$ cat src/rtl/ex_stage_mc.sv
// ex_stage_mc: execute stage with a single-cycle ALU/branch path and an
// iterative radix-2 multiply/divide unit sharing one registered output slot.
module ex_stage_mc #(
    parameter int XLEN    = 32,
    parameter int NUM_FWD = 3,
    parameter int SEL_W   = $clog2(NUM_FWD + 3)
) (
    input  logic                    clk,
    input  logic                    rst,
    input  logic                    in_valid,
    output logic                    in_ready,
    input  logic                    flush,
    input  logic [XLEN-1:0]         pc,
    input  logic [XLEN-1:0]         imm,
    input  logic [XLEN-1:0]         rega,
    input  logic [XLEN-1:0]         regb,
    input  logic [SEL_W-1:0]        opa_sel,
    input  logic [SEL_W-1:0]        opb_sel,
    input  logic [NUM_FWD*XLEN-1:0] fwd_data,
    input  logic [3:0]              alu_func,
    input  logic                    is_md,
    input  logic [2:0]              md_op,
    input  logic                    cond_branch,
    input  logic                    uncond_branch,
    input  logic [2:0]              funct3,
    input  logic [XLEN-1:0]         pc_add_opa,
    output logic                    out_valid,
    input  logic                    out_ready,
    output logic [XLEN-1:0]         out_result,
    output logic [XLEN-1:0]         out_target_pc,
    output logic                    out_take_branch,
    output logic                    busy
);
    localparam int SH_W  = $clog2(XLEN);
    localparam int CNT_W = $clog2(XLEN);

    typedef enum logic {IDLE, BUSY} state_t;
    state_t state, state_nxt;

    logic [XLEN-1:0]   opa, opb, alu_res, md_res, mag_a, mag_b, mcand, quo, rem;
    logic [SH_W-1:0]   sh;
    logic [CNT_W-1:0]  cnt;
    logic [2*XLEN-1:0] acc, acc_nxt, prod;
    logic [XLEN:0]     sum, rem_sh;
    logic [2:0]        op_q;
    logic              cond, accept, last, ge, a_neg, b_neg, neg_q, rneg_q, div0_q;

    always_comb begin
        opa = opa_sel == SEL_W'(1) ? pc  : opa_sel == SEL_W'(2) ? '0       : rega;
        opb = opb_sel == SEL_W'(1) ? imm : opb_sel == SEL_W'(2) ? XLEN'(4) : regb;
        for (int k = 0; k < NUM_FWD; k++) begin
            if (opa_sel == SEL_W'(3 + k)) opa = fwd_data[k*XLEN +: XLEN];
            if (opb_sel == SEL_W'(3 + k)) opb = fwd_data[k*XLEN +: XLEN];
        end
    end

    always_comb begin
        sh = opb[SH_W-1:0];
        case (alu_func)
            4'd0:    alu_res = opa + opb;
            4'd1:    alu_res = opa - opb;
            4'd2:    alu_res = opa & opb;
            4'd3:    alu_res = opa | opb;
            4'd4:    alu_res = opa ^ opb;
            4'd5:    alu_res = opa << sh;
            4'd6:    alu_res = opa >> sh;
            4'd7:    alu_res = $signed(opa) >>> sh;
            4'd8:    alu_res = XLEN'($signed(opa) < $signed(opb));
            4'd9:    alu_res = XLEN'(opa < opb);
            default: alu_res = '0;
        endcase
    end

    assign cond = funct3 == 3'd0 ? rega == regb :
                  funct3 == 3'd1 ? rega != regb :
                  funct3 == 3'd4 ? $signed(rega) <  $signed(regb) :
                  funct3 == 3'd5 ? $signed(rega) >= $signed(regb) :
                  funct3 == 3'd6 ? rega <  regb :
                  funct3 == 3'd7 ? rega >= regb : 1'b0;

    // Iterate on magnitudes; signs are re-applied when the result is formed.
    assign a_neg = md_op inside {3'd1, 3'd2, 3'd4, 3'd6} && opa[XLEN-1];
    assign b_neg = md_op inside {3'd1, 3'd4, 3'd6} && opb[XLEN-1];
    assign mag_a = a_neg ? -opa : opa;
    assign mag_b = b_neg ? -opb : opb;

    always_comb begin
        sum     = {1'b0, acc[2*XLEN-1:XLEN]} + (acc[0] ? {1'b0, mcand} : '0);
        rem_sh  = acc[2*XLEN-1:XLEN-1];
        ge      = rem_sh >= {1'b0, mcand};
        acc_nxt = op_q[2] ? {rem_sh[XLEN-1:0] - (ge ? mcand : '0), acc[XLEN-2:0], ge}
                          : {sum, acc[XLEN-1:1]};
        prod    = neg_q ? -acc_nxt : acc_nxt;
        quo     = acc_nxt[XLEN-1:0];
        rem     = acc_nxt[2*XLEN-1:XLEN];
        md_res  = !op_q[2] ? (op_q[1:0] == 2'd0 ? prod[XLEN-1:0] : prod[2*XLEN-1:XLEN]) :
                  !op_q[1] ? (neg_q && !div0_q ? -quo : quo) :
                             (rneg_q ? -rem : rem);
    end

    assign busy     = state == BUSY;
    assign last     = busy && cnt == CNT_W'(XLEN - 1);
    assign in_ready = rst && state == IDLE && (!out_valid || out_ready) && !flush;
    assign accept   = in_valid && in_ready;

    always_comb begin
        state_nxt = flush ? IDLE : (accept && is_md) ? BUSY : last ? IDLE : state;
    end

    always_ff @(posedge clk or negedge rst) begin
        if (!rst) state <= IDLE;
        else      state <= state_nxt;
    end

    always_ff @(posedge clk or negedge rst) begin
        if (!rst) begin
            cnt    <= '0;
            acc    <= '0;
            mcand  <= '0;
            op_q   <= '0;
            neg_q  <= 1'b0;
            rneg_q <= 1'b0;
            div0_q <= 1'b0;
        end else begin
            cnt <= (busy && !last && !flush) ? cnt + 1'b1 : '0;
            if (accept && is_md) begin
                acc    <= {{XLEN{1'b0}}, md_op[2] ? mag_a : mag_b};
                mcand  <= md_op[2] ? mag_b : mag_a;
                op_q   <= md_op;
                neg_q  <= a_neg ^ b_neg;
                rneg_q <= a_neg;
                div0_q <= md_op[2] && opb == '0;
            end else if (busy) begin
                acc <= acc_nxt;
            end
        end
    end

    always_ff @(posedge clk or negedge rst) begin
        if (!rst) begin
            out_valid       <= 1'b0;
            out_result      <= '0;
            out_target_pc   <= '0;
            out_take_branch <= 1'b0;
        end else if (flush) begin
            out_valid <= 1'b0;
        end else if (accept && !is_md) begin
            out_valid       <= 1'b1;
            out_result      <= alu_res;
            out_target_pc   <= pc_add_opa + imm;
            out_take_branch <= uncond_branch | (cond_branch & cond);
        end else if (last) begin
            out_valid       <= 1'b1;
            out_result      <= md_res;
            out_target_pc   <= '0;
            out_take_branch <= 1'b0;
        end else if (out_ready) begin
            out_valid <= 1'b0;
        end
    end
endmodule

$ cat config.mk
export PLATFORM = sky130hd
export DESIGN_NAME = ex_stage_mc
export DESIGN_NICKNAME = d
export VERILOG_FILES = /design/src/rtl/ex_stage_mc.sv
export SDC_FILE = /design/constraint.sdc
export NUM_CORES = 2
export LEC_CHECK = 0
export CAP_MARGIN = 25
export CORE_MARGIN = 1
export CORE_UTILIZATION = 30
export CTS_CLUSTER_DIAMETER = 40
export DETAILED_ROUTE_END_ITERATION = 10
export GPL_ROUTABILITY_DRIVEN = 1
export PLACE_DENSITY = 0.45
export SLEW_MARGIN = 20
export SYNTH_ARGS = -nofsm -noshare
export SYNTH_HDL_FRONTEND = slang
export SYNTH_SLANG_ARGS = --single-unit
$ cat constraint.sdc
create_clock -name clk -period 7.1 [get_ports clk]
set_clock_uncertainty 0.2 [all_clocks]
set_input_delay 2.13 -clock clk [delete_from_list [all_inputs] [get_ports clk]]
set_output_delay 2.13 -clock clk [all_outputs]
set_load 0.01 [all_outputs]
==> flow_metrics.env <==
export IMPL_switchingPower_mw=8.27
export IMPL_synth_most_common_cell="nand2_1"
export IMPL_cp_common_cell="buf_4"
export IMPL_cts_sinks=174
export IMPL_p_leak_nw=18.2
export IMPL_worst_path_largest_cell_delay_ps=630
export IMPL_grt_util_all_layers=0.333
export IMPL_fin_area_um2=42300
export IMPL_intPower_mw=7.16
export IMPL_ys_ff_latch=174
export IMPL_die_x_um=328
export IMPL_row_count=119
export IMPL_violations="DRC"
export IMPL_synth_top_area_frac=0.137
export IMPL_cts_max_path_buffers=2
export IMPL_ys_async_sr_fraction=1.00
export IMPL_regArea_um2=4360
export IMPL_wirelength_mm=184
export IMPL_finalCritPeriodShare=0.971
export IMPL_grt_pass1_wl_mm=265
export IMPL_rsz0062_at_grt="no"
export IMPL_vias=39600
export IMPL_crit_fanout=2
export IMPL_ios=348
export IMPL_viasPerCell=5.84
export IMPL_synth_main_ff_cell="dfrtp_1"
export IMPL_ys_top_cells_by_count="nand2_1, nor2_1, o21ai_0"
export IMPL_critPathArrivalTime_ps=7070
export IMPL_io_buffers=347
export IMPL_place_area_um2=41400
export IMPL_insertion_delay_ps=520
export IMPL_min_path_type="reg -> reg"
export IMPL_num_fill_cells=11300
export IMPL_p_seq_frac=0.122
export IMPL_dp_hpwl_mm=154
export IMPL_synth_area_leaders="dfrtp_1, ha_1, nand2_1, o21ai_0, a21oi_1"
export IMPL_worstSetupEndpointType="flop"
export IMPL_seq_area_frac_synth=0.137
export IMPL_drcViolationCount=2
export IMPL_powerDensity_nw_per_um2=365
export IMPL_switching_share=0.536
export IMPL_status="finished with violations"
export IMPL_grt_remaining_overflow=0
export IMPL_crit_path_start_kind="input pin"
export IMPL_cts_buffers=17
export IMPL_synth_area_um2=31900
export IMPL_syn_area_per_cell_um2=6.92
export IMPL_worstPathRequired_ps=7270
export IMPL_die_area_um2=108000
export IMPL_core_area_um2=105000
export IMPL_grt_max_degree=91
export IMPL_synthesis_nets=5158
export IMPL_cts_root_buf="clkbuf_16"
export IMPL_ant_nets=0
export IMPL_dr_pass1_iters=9
export IMPL_cts_tree="yes"
export IMPL_maxCapViolations=0
export IMPL_dieHeight_um=328
export IMPL_power_frac_comb=0.809
export IMPL_grt_pass1_vias=38000
export IMPL_relSlewSlack=0.225
export IMPL_setup_viol=0
export IMPL_yosys_area_top_type="dfrtp_1"
export IMPL_crit_slowest_cell="or4b_2"
export IMPL_drv_slew=0
export IMPL_peakVddDrop_v=0.000203
export IMPL_synthCells=4612
export IMPL_htreeDepth=4
export IMPL_path_buf_inv=5
export IMPL_ctsHoldBuffers=0
export IMPL_path_class="in -> reg"
export IMPL_worstMarginPinSlew_ps=1150
export IMPL_start_util=0.303
export IMPL_power_mw=15.4
export IMPL_gp_congestion=1.01
export IMPL_clkPwrFrac=0.069
export IMPL_area_growth_pct=32.7
export IMPL_cts_clk_slew_worst_paths_ps=80
export IMPL_fmax_ghz=0.145
export IMPL_dr_first_iter_drc_count=3864
export IMPL_fin_crit_ps=6900
export IMPL_crit_path_cell_trace="clkdlybuf4s50_1 > buf_4 > a22o_1 > a211oi_4 > o31ai_4 > inv_1 > ha_1 > nor4_2 > buf_4 > or4b_2 > a31oi_2 > buf_4 > o21a_1 > a211o_1 > a31oi_1 > or4b_2 > o211ai_1 > o41ai_2 > mux2i_1 > xnor2_1 > a221oi_2 > o21ai_0"
export IMPL_routedWlPerCell_um=27.2
export IMPL_hold_viol_final=0
export IMPL_yosysWarnings=0
export IMPL_synth_edf_count=0
export IMPL_layout_nets=5924
export IMPL_drive_above_1_share=0.179
export IMPL_crit_family="compound AO/OA/AOI/OAI gates"
export IMPL_antenna_found_initial=5
export IMPL_yosys_cell_types_count=103
export IMPL_multi_input_area_um2=25700
[worst paths after layout]
path | to | startpoint | cells past startpoint | slack (ps)
min reg2reg | out_target_pc[11]$_DFFE_PN0P_ | out_target_pc[11]$_DFFE_PN0P_ | 2 | 290
max | out_result[29]$_DFFE_PN0P_ | regb[7] | 22 | 200
min in group asynchronous | out_take_branch$_DFFE_PN0P_ | rst | 1 | 1280
max in group asynchronous | out_target_pc[13]$_DFFE_PN0P_ | rst | 4 | 3280
max reg2reg | out_result[24]$_DFFE_PN0P_ | mcand[14]$_DFFE_PN0P_ | 28 | 240
min | out_target_pc[11]$_DFFE_PN0P_ | out_target_pc[11]$_DFFE_PN0P_ | 2 | 290
[layer usage]
metal | wire length, µm | vias to the layer above | track usage | part of all wire
li1 | - | 18500 | - | -
met2 | 84500 | 1631 | 0.550 | 0.46
met1 | 78500 | 19200 | 0.425 | 0.43
met3 | 11500 | 322 | 0.0508 | 0.063
met5 | 38 | - | 0 | 0.00021
met4 | 9500 | 6 | 0.153 | 0.052
[layout by cell type (no fill, tap or decap), types with 18 or more instances in the layout]
| cell | synthesis | routed |
|---|---|---|
| buf_4 | 2 | 718 |
| nand2_1 | 545 | 545 |
| nor2_1 | 416 | 412 |
| a21oi_1 | 405 | 402 |
| o21ai_0 | 406 | 400 |
| clkdlybuf4s50_1 | 0 | 338 |
| ha_1 | 261 | 261 |
| inv_1 | 207 | 205 |
| dfrtp_1 | 174 | 170 |
| xnor2_1 | 154 | 154 |
| mux2i_1 | 135 | 135 |
| nor3_1 | 103 | 101 |
| nand3_1 | 96 | 95 |
| o211ai_1 | 84 | 84 |
| a211oi_1 | 82 | 79 |
| a21o_1 | 75 | 74 |
| xor2_1 | 64 | 63 |
| o22ai_1 | 57 | 57 |
| a31oi_1 | 57 | 54 |
| nand4_1 | 53 | 53 |
| and2_1 | 53 | 53 |
| mux2_2 | 52 | 52 |
| nor2b_1 | 52 | 51 |
| nand2b_1 | 47 | 47 |
| a22oi_1 | 50 | 46 |
| a221oi_1 | 48 | 45 |
| or3_1 | 33 | 33 |
| and3_1 | 33 | 32 |
| o31ai_1 | 31 | 29 |
| or2_2 | 26 | 26 |
| o21a_1 | 25 | 25 |
| o21bai_1 | 23 | 23 |
| a22o_1 | 21 | 21 |
| a221o_1 | 21 | 21 |
| o21ai_1 | 18 | 19 |
| a31o_2 | 19 | 19 |
| nor3b_1 | 19 | 19 |
| o221ai_1 | 19 | 19 |
| a41oi_1 | 19 | 19 |
| o311ai_0 | 19 | 18 |
[what timing repair did]
item | 4_1_cts | 5_1_grt
gates resized for setup | 7 | 39
setup buffers | 0 | 2
pin swaps | 0 | 9
setup endpoints to repair | 9 | 13
[kinds of logic after synthesis]
group | after synthesis | synth area share
XOR/XNOR | 219 | 0.0604
flip-flops | 174 | 0.137
buffers and inverters | 544 | 0.0675
multiplexers | 189 | 0.0621
adder cells (fa/ha/maj) | 266 | 0.106
AO/OA/AOI/OAI | 1648 | 0.336
AND/OR/NAND/NOR | 1572 | 0.232
[power groups by stage]
stage	Sequential [mW]	Combinational, mW	Clock [mW]
global placement	1.89	12.1	0
CTS	1.87	12.2	1.09
global route	1.92	13.4	1.11
detailed placement	1.89	12.1	0
floorplan	1.70	6.78	0
finish	1.88	12.5	1.06
[final cells by class]
type / count / area share
flip-flops and latches: 174 / 0.103
inverters: 214 / 0.0190
well taps: 1391 / 0.0411
diodes: 1 / 0.0000591
repair buffers: 1077 / 0.214
multi-input cells: 3894 / 0.608
clock inverters: 14 / 0.00399
clock buffers: 18 / 0.0104
[state kept, by name, summed over array words and instances (netlist names)]
register and flops:
busy 1, out_result 32, div0_q 1, acc 64, cnt 5, op_q 3, neg_q 1, mcand 32
out_valid 1, out_take_branch 1, rneg_q 1, out_target_pc 32
[worst min-delay path: stages (launching register included)]
cell,delay [ps]
dfrtp_1,350
nand2_1,50
o21ai_0,60
[through the flow]
step | hold WS (ps) | setup slack (ps) | TNS [ps] | instances | utilization
global placement | 250 | -621 | -7920 | 6746 | 0.393
floorplan | 233 | -98.7 | -200 | 4612 | -
global route | 310 | 5.59 | 0 | 6783 | 0.402
detailed placement | 273 | -725 | -8660 | 6747 | 0.393
CTS | 292 | 28.7 | 0 | 6779 | 0.399
finish | 288 | 203 | 0 | 6783 | 0.402
Power figures use the tool's default switching activity.
